`config.mk`:
```
export PLATFORM = sky130hd
export DESIGN_NAME = apb_slave_regfile
export DESIGN_NICKNAME = d
export VERILOG_FILES = /design/src/rtl/apb_slave_regfile.sv
export SDC_FILE = /design/constraint.sdc
export NUM_CORES = 1
export LEC_CHECK = 0
export ABC_AREA = 0
export CORE_MARGIN = 5
export CORE_UTILIZATION = 25
export DETAILED_ROUTE_END_ITERATION = 16
export DONT_BUFFER_PORTS = 1
export GPL_TIMING_DRIVEN = 1
export PLACE_DENSITY = 0.36
export SYNTH_ARGS = -nofsm -noshare
export SYNTH_HDL_FRONTEND = slang
export SYNTH_SLANG_ARGS = --single-unit
```
`constraint.sdc`:
```
create_clock -name clk -period 3.1 [get_ports clk]
set_input_delay 0.62 -clock clk [delete_from_list [all_inputs] [get_ports clk]]
set_output_delay 0.62 -clock clk [all_outputs]
set_load 0.005 [all_outputs]
```
`src/rtl/apb_slave_regfile.sv`:
```
// APB completer with a bank of read/write registers, a programmable
// number of wait states and an error response for unmapped addresses.
module apb_slave_regfile #(
    parameter int DATA_WD  = 8,
    parameter int ADDR_WD  = 8,
    parameter int REG_NUM  = 16,
    parameter int WAIT_CYC = 0
) (
    input  logic               clk,
    input  logic               rst_n,
    input  logic               psel,
    input  logic               penable,
    input  logic               pwrite,
    input  logic [ADDR_WD-1:0] paddr,
    input  logic [DATA_WD-1:0] pwdata,
    output logic [DATA_WD-1:0] prdata,
    output logic               pready,
    output logic               pslverr
);

    localparam int IDX_WD = (REG_NUM > 1) ? $clog2(REG_NUM) : 1;
    // One extra bit so REG_NUM == 2**ADDR_WD still compares correctly.
    localparam logic [ADDR_WD:0] REG_LIM  = (ADDR_WD + 1)'(REG_NUM);
    localparam logic [3:0]       CNT_INIT = 4'(WAIT_CYC);

    typedef enum logic {
        IDLE   = 1'b0,
        ACCESS = 1'b1
    } state_e;

    state_e             state_q, state_d;
    logic [3:0]         cnt_q, cnt_d;
    logic [DATA_WD-1:0] regs_q [REG_NUM];
    logic [DATA_WD-1:0] regs_d [REG_NUM];

    logic               setup;
    logic               hit;
    logic               ready;
    logic               wr_en;
    logic               rd_en;
    logic [IDX_WD-1:0]  idx;
    logic [DATA_WD-1:0] rd_data;

    assign setup = psel && !penable;
    assign hit   = {1'b0, paddr} < REG_LIM;
    assign idx   = paddr[IDX_WD-1:0];
    assign ready = (state_q == ACCESS) && psel && penable
                   && (cnt_q == 4'd0);
    assign wr_en = ready && pwrite && hit;
    assign rd_en = ready && !pwrite && hit;

    always_comb begin
        state_d = state_q;
        cnt_d   = cnt_q;
        unique case (state_q)
            IDLE: begin
                if (setup) begin
                    state_d = ACCESS;
                    cnt_d   = CNT_INIT;
                end
            end
            ACCESS: begin
                if (!psel || !penable) begin
                    if (setup) begin
                        state_d = ACCESS;
                        cnt_d   = CNT_INIT;
                    end else begin
                        state_d = IDLE;
                    end
                end else if (cnt_q != 4'd0) begin
                    cnt_d = cnt_q - 4'd1;
                end else begin
                    state_d = IDLE;
                end
            end
            default: begin
                state_d = IDLE;
            end
        endcase
    end

    always_comb begin
        regs_d = regs_q;
        if (wr_en) begin
            regs_d[idx] = pwdata;
        end
    end

    always_comb begin
        rd_data = '0;
        if (rd_en) begin
            rd_data = regs_q[idx];
        end
    end

    always_ff @(posedge clk) begin
        if (!rst_n) begin
            state_q <= IDLE;
            cnt_q   <= '0;
            for (int i = 0; i < REG_NUM; i++) begin
                regs_q[i] <= '0;
            end
        end else begin
            state_q <= state_d;
            cnt_q   <= cnt_d;
            regs_q  <= regs_d;
        end
    end

    assign pready  = ready;
    assign pslverr = ready && !hit;
    assign prdata  = rd_data;

endmodule

```
Word-level counts from Yosys, hierarchy flattened
Cells that the tools add are included.
{ "word_totals": {"reg_bits": 133, "output_inout_bits": 10, "in_bits": 21, "wordCells": 57} }
{ "classes": {"n_addsub": 1, "mux": 15, "reduce_logical": 17, "bitwise_logic": 2, "magnitude_cmp": 3, "eq_ne": 1} }
{ "ops": {"columns": ["operator", "count"], "rows": [
  ["bitwise mux 128 bit", 1],
  ["binary-select mux 8 bit (select 4 bit)", 1],
  ["demux 8 bit (select 4 bit)", 1],
  ["two-way mux 8 bit", 4],
  ["two-way mux 4 bit", 3],
  ["logical AND 1 bit", 10],
  ["less-than comparator 8 x 5 -> 1 bit (second input constant)", 1],
  ["one-hot mux 4 bit (2 select lines)", 1],
  ["greater-or-equal comparator 5 bit (second input constant)", 1],
  ["less-than comparator 5 x 1 -> 1 bit (second input constant)", 1],
  ["NOT 4 -> 5 bit", 1],
  ["logical NOT 1 bit", 4],
  ["logical NOT 4 bit", 1],
  ["nonzero test 4 bit", 1],
  ["subtractor 4 x 1 -> 4 bit (second input constant)", 1],
  ["two-way mux 1 bit", 3],
  ["inequality test 3 x 1 -> 1 bit (second input constant)", 1],
  ["one-hot mux 1 bit (2 select lines)", 1],
  ["logical OR 1 bit", 1],
  ["NOT 1 bit", 1]
]} }

Longest topological paths before layout
{ "depth": {"word_depth": 6, "depth_mapped": 7, "mapped_depth_nobuf": 6} }

Least setup slack after synthesis
Ideal clock, no wire load.
{ "synth_timing": {"path_type": "input-to-output", "start": "input paddr[0]", "end": "output prdata[5]", "n_path_buf": 3, "path_stages": 6, "required_ps": 2480, "t_arrival_ps": 1984, "path_slack_ps": 496, "path_cell_list": "buf_2 buf_2 buf_4 mux4_2 mux2i_1 a211oi_1"} }
{ "synth_between": {"elab_chain_len": 5, "word_cells_on_any_way": 7, "cone_classes": "order compare (1); mux (4); bitwise (1); reduce/logical (1)"} }
{ "synth_rtl": {"columns": ["item", "line", "source"], "rows": [
  ["from (decl)", "14", "input logic [ADDR_WD-1:0] paddr,"],
  ["NOT 4 -> 5 bit (implied by the code)", "92", "rd_data = regs_q[idx];"],
  ["binary-select mux 8 bit (select 4 bit)", "92", null],
  ["two-way mux 8 bit (implied by the code) (2 in a row)", "92", null],
  ["two-way mux 8 bit *", "91", "if (rd_en) begin"],
  ["to (decl)", "16", "output logic [DATA_WD-1:0] prdata,"]
]} }
Every way passes the cells marked *; elsewhere a longest branch is shown, timed or not. The select of a mux whose other input is x is not followed.

Worst setup path after layout
{ "layout_timing": {"start": "register cnt_q[0]", "end": "output prdata[3]"} }
{ "layout_between": {"elab_chain_len": 5} }
{ "layout_rtl": {"columns": ["item", "line", "source"], "rows": [
  ["from (decl)", "32", "logic [3:0] cnt_q, cnt_d;"],
  ["from (signal assigned)", "105", "cnt_q <= cnt_d;"],
  ["logical NOT 4 bit", "48", "&& (cnt_q == 4'd0);"],
  ["logical AND 1 bit", "48", null],
  ["logical AND 1 bit (2 in a row)", "50", "assign rd_en = ready && !pwrite && hit;"],
  ["two-way mux 8 bit", "91", null]
]} }
No other way between the ends.

==> flow_metrics.py <==
metrics = {
    "setup_path": {
        "path_common_cell": "nand3b_1",
        "cp_max_fo": 8,
        "path_delay_family": "simple AND/OR/NAND/NOR gates",
        "regToRegSetupSlack_ps": 660,
        "worst_setup_path_start_kind": "register",
        "worst-setup-path-type": "reg -> out",
        "endpoint_kind": "primary output",
        "slowest_stage": "dfxtp_1",
        "crit_chain": "inv_1 -> ha_1 -> nand3b_1 -> nor3_1 -> nand3b_1 -> buf_4 -> a211oi_1",
        "critPathArrivalTime_ps": 2120,
        "max_stage_delay_ps": 340,
        "rr_worst_depth": 6,
        "r2r-start": "cnt_q[0]",
        "path_buf_inv": 2,
        "required_ps": 2480,
        "reg2reg_to": "regs_q[56]",
    },
    "clock_tree": {
        "cts_tree": "done",
        "post_cts_buffers": 0,
        "ctsResizeCount": 0,
        "clock_latency_ps": 420,
        "cts_root_buffer": "clkbuf_16",
        "cts_buffer_depth": 2,
        "ctsHoldBuffers": 0,
        "clock-sinks": 133,
        "cts-buffers-inserted": 17,
        "h-tree-depth": 4,
        "clkSlewWorstSetupHoldPaths_ps": 60,
    },
    "die": {
        "io_pins": 31,
        "initial_core_util_pct": 25.1,
        "fp.coreArea_sq_um": 24000,
        "rows": 57,
        "die_width_um": 165,
        "die_h_um": 165,
        "dieArea_sq_um": 27400,
    },
    "synthesis": {
        "yosysUniqueCellTypes": 32,
        "synth_top_area_share_pct": 44.0,
        "synth_edf_count": 0,
        "async_reset_ff_share_pct": 0,
        "synth-main-ff-cell": "dfxtp_1",
        "ys_warn_count": 0,
        "synth-seq-cells": 133,
        "syn-num-nets": 586,
        "yosysMostFrequentCell": "nand2_1",
        "synth_common_cells": "nand2_1, mux2i_1, dfxtp_1",
        "yosysSeqAreaShare_pct": 44.0,
        "avgSynthCellArea_sq_um": 10.7,
        "yosys.area.top_type": "dfxtp_1",
        "syn_area_sq_um": 6040,
        "synth_cells": 563,
        "yosys-top-cells-area": "dfxtp_1, mux2i_1, mux4_2",
    },
    "timing": {
        "hold_ws_ps": 290,
        "tns_ps": 0,
        "fmax_ghz": 0.366,
        "hold_viol": 0,
        "maxSlewViolCount": 0,
        "grt_setup_unrepaired": "false",
        "setup_viol": 0,
        "final.setup.worst_slack_ps": 365,
        "tightestPinTransition_ps": 810,
        "max_slew_margin_pct": 45.9,
        "min_period_over_period_pct": 88.2,
        "skew_ps": 15.8,
        "fin_crit_ps": 2740,
    },
    "worst_hold_path": {
        "whs_path_depth": 1,
        "min_to": "cnt_q[1]",
        "min_from": "psel",
        "hold_path.class": "in -> reg",
    },
    "drt": {
        "wirelength_mm": 16.6,
        "vias": 4029,
        "ant_nets": 0,
        "drt-wirelength-per-cell_um": 18.8,
        "drtIter0Drc": 169,
        "dr.pass1.iters": 4,
        "viasPerCell": 4.56,
        "remaining_drc_errors": 0,
    },
    "power": {
        "p_leak_nw": 3.15,
        "swShare_pct": 21.0,
        "combPwrFrac_pct": 2.2,
        "seqPwrFrac_pct": 45.0,
        "clkPwrFrac_pct": 52.8,
        "p_sw_w": 0.000797,
        "vdd_drop_max_mv": 0.220,
        "powerDensity_nw_per_um2": 550,
        "internal_power_w": 0.00301,
    },
    "layout": {
        "antenna_cells": 0,
        "layout.nets": 571,
        "drive_gt1_share_pct": 15.5,
        "area_growth_pct": 14.5,
    },
    "outcome": {
        "status": "finished clean",
    },
    "global_routing": {
        "grt_pass1_wl_mm": 25.9,
        "grt_max_degree": 141,
        "grt-ovfl-total": 0,
        "grt_pass1_vias": 4222,
        "track_usage_pct": 12.9,
        "antenna_found_initial": 0,
    },
    "placed_design": {
        "place.gp.congestion": 0.693,
        "dpl.hpwl_mm": 10.5,
        "dp_slack_ps": 385,
        "io_buffers": 0,
    },
    "job": {
        "drv_cap": 0,
    },
}
metal layers:
metal  global-route usage [%]  part of all wire, %
met1                     16.4                   45
met2                     22.0                   50
met3                     2.88                  3.9
met4                     3.60                 0.84
met5                        0                    0
flip-flops by register name, indices dropped and copies added, names as in the netlist:
| signal | cells |
|---|---|
| cnt_q | 4 |
| regs_q | 128 |
| state_q | 1 |
metrics by stage:
stage,std cells,area (sq um),power (W),util (%)
finish,884,6920,0.00380,28.8
floorplan,563,6040,0.00187,-
global route,884,6920,0.00394,28.8
CTS,883,6910,0.00386,28.8
detailed placement,852,6330,0.00184,26.3
global placement,852,6330,0.00184,26.3
how the worst max path moves through the flow:
stage | from | to | slack (ps) | cells after the start
after floorplan | paddr[0] | prdata[5] | 500 | 6
after CTS | cnt_q[0] | prdata[2] | 110 | 6
final | cnt_q[0] | prdata[3] | 360 | 7
after global routing | cnt_q[0] | prdata[2] | 170 | 7
after detailed placement | paddr[7] | prdata[2] | 390 | 3
after global placement | paddr[0] | prdata[6] | 540 | 4
worst reg2reg max path, stage by stage, from the launching register on:
cell and delay (ps):
dfxtp_1 340, inv_1 90, ha_1 180, nand3b_1 230, nor4_4 680, nand3_2 540
mux2i_1 240
cell families (layout without fill, tap and decap cells):
kind of cell	Yosys count	after routing	share of synthesized area, %
fa+ha+maj	2	2	0.414
mux	169	169	34.2
flops	133	133	44.0
compound gates	25	25	3.00
simple gates	186	186	14.9
xor+xnor	2	2	0.290
buf+inv	46	43	3.15
area by class of cell:
| class | instances | area (sq um) |
|---|---|---|
| Clock inverter | 8 | 98.8 |
| Fill cell | 2504 | 17100 |
| Multi-Input combinational cell | 384 | 3190 |
| Inverter | 4 | 15.0 |
| Timing Repair Buffer | 8 | 60.1 |
| Sequential cell | 133 | 2660 |
| Clock buffer | 23 | 488 |
| Tap cell | 324 | 405 |
layout by cell type, fill, tap and decap left out, types with 2 or more instances in the layout:
cell        Yosys  final
o21ai_0         3      3
nand3_2        16     16
nor4_4          2      2
nand2_1       140    140
bufinv_16       0      2
a211oi_1       14     14
nand3b_1        2      2
clkbuf_16       0     17
mux4_2         30     30
nand3_1         2      2
a221oi_1        2      2
inv_1           4      4
dfxtp_1       133    133
clkinvlp_4      0      2
a21oi_1         2      2
nor3_1          3      3
mux2i_1       139    139
nor2b_1        11     11
clkinv_2        0      3
nor4_1          3      3
ha_1            2      2
a21boi_0        2      2
clkbuf_1       29      2
buf_4           1      8
and2_1          2      2
clkbuf_8        0      4
power groups by stage:
stage	Sequential, W	Combinational (W)	Clock [W]
after floorplan	0.00175	0.000118	0
after global placement	0.00175	0.0000856	0
after detailed placement	0.00175	0.0000866	0
after CTS	0.00171	0.0000871	0.00206
after global routing	0.00171	0.0000918	0.00214
final	0.00171	0.0000839	0.00201
Note: power is estimated with default switching activity, not from simulation.
==> patch, RTL diff (same flow settings) <==
Set the parameter `DATA_WD` to 12 (it was 8).
--- a/src/rtl/apb_slave_regfile.sv
+++ b/src/rtl/apb_slave_regfile.sv
@@ -3,3 +3,3 @@
 module apb_slave_regfile #(
-    parameter int DATA_WD  = 8,
+    parameter int DATA_WD  = 12,
     parameter int ADDR_WD  = 8,
Interface: changed (resized prdata and pwdata); port bits go from 31 to 39. No check against the original RTL was run, so the function may have changed too.
==> patch against the unedited design <==
Highest routed layer unchanged; synthesized area rose by 54%; routed wire length rose by 74%; final area rose by 50%; power rose by 36%; largest power group is now registers; count of clock-buffer cells in the layout fell by 2; sequential cell count rose by 64; via count rose by 74%; worst setup slack got worse by 150 ps.
==> patch: results (changes against the unedited design) <==
{
  "postPlaceCellArea": {"value": 0.00972, "unit": "mm^2", "change": "+54%"},
  "portion_of_the_post_synthesis_area_used_by_sequential_elements": {"value": 42.3, "unit": "%", "change": "-1.8 points"},
  "drtIter0Drc": {"value": 385, "change": "+130%"},
  "routedWlPerCell": {"value": 20.4, "unit": "um", "change": "+8.5%"},
  "route.vias.total": {"value": 7014, "change": "+74%"},
  "drive_gt1_share": {"value": 10.8, "unit": "%", "change": "-4.8 points"},
  "worstPathArrival": {"value": 2270, "unit": "ps", "change": "+150 ps"},
  "slew-limit-headroom": {"value": 34.0, "unit": "%", "change": "-12 points"},
  "drt-vias-per-instance": {"value": 4.96, "change": "+8.8%"},
  "routedLengthMet1": {"value": 14.6, "unit": "mm", "change": "+96%"},
  "status": {"value": "finished, final reports clean"},
  "irDropWorstVdd": {"value": 0.000278, "unit": "V", "change": "+26%"},
  "count_of_placed_standard_cells_including_taps": {"value": 1384, "change": "+62%"},
  "layout.cells.most_common": {"value": "sky130_fd_sc_hd__dfxtp_1"},
  "leakage_power": {"value": 0.00364, "unit": "uW", "change": "+15%"},
  "gr-usage-met3": {"value": 1.81, "unit": "%", "change": "-1.1 points"},
  "design.final.nets": {"value": 962, "change": "+68%"},
  "met2_usage": {"value": 21.9, "unit": "%", "change": "-0.13 points"},
  "dp_hpwl": {"value": 17.1, "unit": "mm", "change": "+63%"},
  "met3_length": {"value": 630, "unit": "um", "change": "-1.6%"},
  "place.gp.congestion": {"value": 0.714, "change": "+3.0%"},
  "grt_pass1_wl": {"value": 45.1, "unit": "mm", "change": "+74%"},
  "netlist_instances": {"value": 992, "change": "+76%"},
  "synth.cells.most_frequent": {"value": "sky130_fd_sc_hd__dfxtp_1 (197), sky130_fd_sc_hd__mux2i_1 (144), sky130_fd_sc_hd__nand2_1 (119)"},
  "largestRegisters": {"value": "regs_q x192, cnt_q x4, state_q x1"},
  "grt_util_met1": {"value": 20.5, "unit": "%", "change": "+4.1 points"},
  "dp_slack": {"value": 367, "unit": "ps", "change": "-17.9 ps"},
  "synth_cell_type_count": {"value": 39, "change": "+22%"}
}
==> patch: cell type report <==
cell class | count | share of cell area [%]
multi-input cells | 687 | 47.5
flip-flops and latches | 197 | 37.9
well taps | 468 | 5.63
clock buffers | 21 | 4.53
repair buffers | 27 | 2.59
clock inverters | 10 | 1.63
inverters | 5 | 0.181
==> patch: worst paths after layout <==
| path | from | end | slack (ps) |
|---|---|---|---|
| setup / recovery | cnt_q[0] | prdata[6] | 210 |
| hold / removal | psel | cnt_q[1] | 260 |
| setup reg to reg | cnt_q[0] | regs_q[4] | 530 |
| hold reg to reg | regs_q[54] | regs_q[54] | 450 |
==> patch: timing repair <==
item / 4_1_cts / 5_1_grt
setup buffers: 0 / 0
endpoints found under the setup margin: 0 / 12
resized for setup: 0 / 7
==> patch: worst max-delay path, stage by stage (launching register included) <==
cell and delay, ps:
sky130_fd_sc_hd__dfxtp_1 330, sky130_fd_sc_hd__inv_1 110, sky130_fd_sc_hd__ha_1 190, sky130_fd_sc_hd__nor3b_4 220, sky130_fd_sc_hd__nand2_2 100, sky130_fd_sc_hd__or3_1 360
sky130_fd_sc_hd__buf_6 180, sky130_fd_sc_hd__nor3_1 200, sky130_fd_sc_hd__buf_4 140
==> patch: power groups by stage <==
stage,Combinational (uW),Sequential [uW],Clock [uW]
CTS,212,2530,2520
global placement,215,2590,0
detailed placement,212,2590,0
floorplan,216,2590,0
finish,212,2530,2440
global route,226,2530,2630
==> patch: cells by family (layout without fill, tap and decap cells) <==
kind of cell | after synthesis | after routing | share of synthesized area, %
flops | 197 | 197 | 42.3
mux | 168 | 168 | 21.3
fa+ha+maj | 2 | 2 | 0.268
simple gates | 280 | 280 | 14.0
compound gates | 235 | 235 | 16.4
buf+inv | 108 | 63 | 5.61
xor+xnor | 2 | 2 | 0.188
